<file path="src/rtl/pattern_pkg.sv">
// Shared types and constants for the pattern detector and its alert controller.
// Holds the controller state encoding, the detector's pattern bytes and defaults.
package pattern_pkg;

    typedef enum logic [2:0] {
        ST_IDLE     = 3'd0,
        ST_ARMED    = 3'd1,
        ST_HOLD     = 3'd2,
        ST_WAIT_CLR = 3'd3,
        ST_RELEASE  = 3'd4
    } alert_state_t;

    // ASCII bytes of the sequence the upstream detector looks for
    localparam logic [7:0] PAT_BYTE0 = 8'h62;
    localparam logic [7:0] PAT_BYTE1 = 8'h6f;
    localparam logic [7:0] PAT_BYTE2 = 8'h6d;
    localparam logic [7:0] PAT_BYTE3 = 8'h62;

    localparam int HOLD_CYCLES_DEFAULT = 16;
    localparam int CNT_W_DEFAULT       = 8;

endpackage

</file>
<file path="src/rtl/sat_counter.sv">
// Saturating event counter with synchronous clear and sticky overflow.
// A clear coincident with an increment leaves the count at one.
module sat_counter #(
    parameter int CNT_W = 8
) (
    input  logic             clk,
    input  logic             reset_sync,
    input  logic             clear,
    input  logic             inc,
    output logic [CNT_W-1:0] count,
    output logic             overflow
);

    always_ff @(posedge clk or negedge reset_sync) begin
        if (!reset_sync) begin
            count    <= '0;
            overflow <= 1'b0;
        end else if (clear) begin
            count    <= inc ? CNT_W'(1) : '0;
            overflow <= 1'b0;
        end else if (inc) begin
            if (&count) begin
                overflow <= 1'b1;
            end else begin
                count <= count + CNT_W'(1);
            end
        end
    end

endmodule

</file>
<file path="src/rtl/pattern_alert_ctrl.sv">
// Alert controller: latches detector hits into a held alarm, counts them,
// and returns ack to the detector only after the host clears the alarm.
module pattern_alert_ctrl
    import pattern_pkg::*;
#(
    parameter int HOLD_CYCLES = HOLD_CYCLES_DEFAULT,
    parameter int CNT_W       = CNT_W_DEFAULT
) (
    input  logic             clk,
    input  logic             reset_sync,
    input  logic             found_pattern,
    input  logic             arm,
    input  logic             host_clear,
    input  logic             cnt_clear,
    output logic             ack,
    output logic             alarm,
    output logic [CNT_W-1:0] event_count,
    output logic             overflow
);

    localparam int HW = $clog2(HOLD_CYCLES + 1);
    localparam logic [HW-1:0] HOLD_LOAD = HW'(HOLD_CYCLES - 1);

    alert_state_t  state;
    logic [HW-1:0] hold_cnt;
    logic          clr_pend;
    logic          det;

    // A hit is only taken while no alarm is in flight
    assign det = found_pattern &&
                 ((state == ST_IDLE) || (state == ST_ARMED));

    sat_counter #(
        .CNT_W (CNT_W)
    ) u_cnt (
        .clk        (clk),
        .reset_sync (reset_sync),
        .clear      (cnt_clear),
        .inc        (det),
        .count      (event_count),
        .overflow   (overflow)
    );

    always_ff @(posedge clk or negedge reset_sync) begin
        if (!reset_sync) begin
            state    <= ST_IDLE;
            ack      <= 1'b0;
            alarm    <= 1'b0;
            hold_cnt <= '0;
            clr_pend <= 1'b0;
        end else if (det) begin
            state    <= ST_HOLD;
            hold_cnt <= HOLD_LOAD;
            clr_pend <= 1'b0;
            ack      <= 1'b0;
            alarm    <= 1'b1;
        end else begin
            case (state)
                ST_IDLE: begin
                    if (arm) begin
                        state <= ST_ARMED;
                        ack   <= 1'b1;
                    end
                end
                ST_ARMED: begin
                    if (!arm) begin
                        state <= ST_IDLE;
                        ack   <= 1'b0;
                    end
                end
                ST_HOLD: begin
                    if (hold_cnt != '0) begin
                        hold_cnt <= hold_cnt - HW'(1);
                        if (host_clear) begin
                            clr_pend <= 1'b1;
                        end
                    end else if (clr_pend || host_clear) begin
                        state    <= ST_RELEASE;
                        ack      <= 1'b1;
                        alarm    <= 1'b0;
                        clr_pend <= 1'b0;
                    end else begin
                        state <= ST_WAIT_CLR;
                    end
                end
                ST_WAIT_CLR: begin
                    if (host_clear) begin
                        state <= ST_RELEASE;
                        ack   <= 1'b1;
                        alarm <= 1'b0;
                    end
                end
                ST_RELEASE: begin
                    // Detector drops found_pattern a cycle after seeing ack
                    if (!found_pattern) begin
                        state <= arm ? ST_ARMED : ST_IDLE;
                        ack   <= arm;
                        alarm <= 1'b0;
                    end
                end
                default: begin
                    state    <= ST_IDLE;
                    ack      <= 1'b0;
                    alarm    <= 1'b0;
                    hold_cnt <= '0;
                    clr_pend <= 1'b0;
                end
            endcase
        end
    end

endmodule

</file>
<file path="config.mk">
export PLATFORM = sky130hd
export DESIGN_NAME = pattern_alert_ctrl
export DESIGN_NICKNAME = d
export VERILOG_FILES = /design/src/rtl/pattern_pkg.sv /design/src/rtl/sat_counter.sv /design/src/rtl/pattern_alert_ctrl.sv
export SDC_FILE = /design/constraint.sdc
export NUM_CORES = 1
export LEC_CHECK = 0
export CAP_MARGIN = 40
export CORE_ASPECT_RATIO = 0.75
export CORE_MARGIN = 3
export CORE_UTILIZATION = 40
export CTS_BUF_LIST = sky130_fd_sc_hd__clkbuf_4 sky130_fd_sc_hd__clkbuf_8
export DETAILED_ROUTE_END_ITERATION = 10
export GPL_TIMING_DRIVEN = 0
export PLACE_DENSITY = 0.59
export SLEW_MARGIN = 20
export SYNTH_ARGS = -nofsm -noshare
export SYNTH_HDL_FRONTEND = slang
export SYNTH_SLANG_ARGS = --single-unit
</file>
<file path="constraint.sdc">
create_clock -name clk -period 5.3 [get_ports clk]
set_input_delay 1.06 -clock clk [delete_from_list [all_inputs] [get_ports clk]]
set_output_delay 1.06 -clock clk [all_outputs]
set_load 0.1 [all_outputs]
</file>
==> out/metrics.cfg, run 1 <==
[power]
leakage_nw=0.6564
p_total_mw=0.8283
peakVddDrop_v=0.0005579
power_per_cell_area_mw_per_mm2=506.9

[min_path]
min_path_type=flop to flop
min_from=ack
hold_depth=1
min_to=ack

[global_route]
use_met1=0.2434
grt.overflow.total=0
antenna_found_initial=0
grt_pass1_wl_um=4912
met2_usage=0.2579
grt-busiest-layer=met2
grt_max_degree=12
grt_pass1_vias=988
grt_usage=0.1721
use_met3=0.04744

[clocking]
h-tree-depth=1
clockBufferDepth=2
postCtsSetupBuffers=0
cts.sinks=20
root_buffer=clkbuf_8
holdBufCountCts=0
insertion_delay_ns=0.26
numCtsBuffers=3
path_clk_slew_ns=0.08
cts_tree=done
cts-resized-gates=0

[synthesis]
syn_inst=123
synth_top_family_by_area=simple AND/OR/NAND/NOR gates
synthMostInstantiatedCell=dfrtp_1
synthArstFlopShare=1.000
muxShareOfSynthArea=0.01767
synth_cell_types=45
yosysWarningCount=0
ys_ff_latch=20
syn_area_mm2=0.001204
synth_area_per_cell_um2=9.786
synth_top_area_share=0.4158
yosys-top-cells-count=dfrtp_1 (20), nor2_1 (17), a21oi_1 (7)
synthSimpleGateAreaFrac=0.2682
synth_edf_count=0
synthAdderAreaFrac=0.02079
synth-compound-area-share=0.1830
syn_nets=131
ys_seq_area_frac=0.4158
synth_ff_type=dfrtp_1
synth_top_area_cell=dfrtp_1
synth_xor_area_frac=0.04366
synthTopCellsByArea=dfrtp_1 (42%), nor2_1 (5.3%), nor4_4 (3.5%)

[layout]
final_layout_size_suffix_gt1_frac=0.1753
num-nets-final=163
area_delta_synth_final_pct=35.76
n_antenna_cell=0

[placed_design]
dp_hpwl_um=2094
gp_congestion=0.7600
numPortBuffers=15
pre_cts_ws_ns=2.321

[worst_setup_path]
cp_data_required_time_ns=5.45
cp_slowest_cell=clkdlybuf4s50_1
crit_path_end_kind=flop
crit_family=buffers and inverters
critPathBufInv=1
critPathKind=input port to flop
r2r_end=ack
crit_path_max_incr_delay_ns=0.60
worstPathMaxFanout=7
r2r_slack_ns=3.28
r2r_cells=6
timing.rr.start=hold_cnt[0]
cp-start-kind=input port
critPathArrivalTime_ns=2.86
crit_chain=clkdlybuf4s50_1 -> or4bb_1 -> o211ai_2 -> o21bai_1 -> mux2_1

[floorplanning]
die_h_um=53.51
initial_utilization=0.4389
dieArea_mm2=0.003710
core_area_mm2=0.002743
die_w_um=69.34
ios=17
fp-row-count=16

[detailed_routing]
vias=1058
drt.antenna.violating_nets=0
drc=0
post_drt_wl_per_cell_um=14.68
routed_wl_um=2789
firstDrtPassIters=4
viasPerCell=5.568
drtIter0Drc=73

[sta]
layout_setup_ws_ns=2.589
max_slew.worst_pin.slew_ns=0.5723
max_freq_mhz=368.9
setup_viol=0
tns_ns=0
period_needed_ns=2.711
hold_violations=0
slew_violations=0
period_share=0.5115
fin_worst_skew_ns=0.001939
slew_headroom=0.6173
rsz0062_at_grt=false

[job]
maxCapViolCount=0

[outcome]
status=complete, no violations

[where the power goes]
part           leakage, nW  internal [mW]  total, mW  switching (mW)
sequential           0.261          0.195      0.234          0.0384
clock               0.0288         0.0662      0.119          0.0526
combinational        0.367          0.187      0.476           0.289
total                0.656          0.448      0.828           0.380
[registers in the layout, indices dropped and copies added (netlist names)]
register and cells:
ack 1, alarm 1, clr_pend 1, hold_cnt 5, state 3, u_cnt.count 8, u_cnt.overflow 1
[stage by stage]
stage,utilization,instances,hold WS (ns),cell area (µm²)
6_report,0.5958,190,0.5081,1634
5_1_grt,0.5958,190,0.5731,1634
4_1_cts,0.5958,190,0.5209,1634
3_5_place_dp,0.5757,186,0.4975,1579
3_3_place_gp,0.5100,174,0.4858,1399
2_1_floorplan,-,123,0.4895,1204
[kinds of logic after synthesis]
kind of cell    Yosys count
simple gates             49
compound gates           34
flops                    20
buf+inv                  10
xor+xnor                  6
mux                       2
fa+ha+maj                 2
[worst max-delay path by stage]
stage             startpoint  endpoint  slack (ns)  depth (start not counted)
2_1_floorplan  found_pattern       ack        3.03                          4
3_3_place_gp   found_pattern       ack        2.33                          5
3_5_place_dp   found_pattern       ack        2.32                          5
4_1_cts        found_pattern       ack        2.61                          5
5_1_grt        found_pattern       ack        2.50                          5
6_report       found_pattern       ack        2.59                          5
[metal layers]
layer  up-vias  wire length [µm]
met2        27              1252
met1       510              1351
met4         0                14
met5         -                 0
met3         2               170
li1        519                 -
[layout by cell type, fill, tap and decap left out, types with 3 or more instances in the layout]
cell type	n
dfrtp_1	20
buf_8	12
o211ai_1	3
a31oi_1	3
inv_1	5
buf_6	3
nand2_1	6
o21ai_1	6
nor3_1	5
o21ai_0	5
a21oi_1	7
clkbuf_8	4
clkdlybuf4s50_1	15
xnor2_1	4
nor2_1	17
[worst register-to-register path, stage by stage, from the launching register on]
cell,delay [ns]
dfrtp_1,0.39
inv_1,0.12
ha_1,0.23
nor4b_2,0.43
o211ai_2,0.22
o21bai_1,0.21
mux2_1,0.31
[layout make-up]
| class | count | area [µm²] |
|---|---|---|
| Buffer | 5 | 42.54 |
| Clock buffer | 4 | 55.05 |
| Fill cell | 235 | 1109 |
| Inverter | 5 | 18.77 |
| Multi-Input combinational cell | 93 | 641.9 |
| Sequential cell | 20 | 500.5 |
| Tap cell | 36 | 45.04 |
| Timing Repair Buffer | 27 | 330.3 |
Power figures use the tool's default switching activity.
==> inputs of run 2 (changes only) <==
- clock period: 5.3 -> 2.6 ns (I/O delays scaled with it)
==> results of run 2 <==
Same layout as run 1 (identical final DEF). Status: complete, no violations.
Main changes from that run: setup slack after placement 2.321 ns -> 0.1612 ns; setup slack after layout 2.589 ns -> 0.4293 ns; register-to-register setup slack 3.28 ns -> 0.58 ns; total power 0.8283 mW -> 1.688 mW; worst IR drop on VDD 0.0005579 V -> 0.001137 V
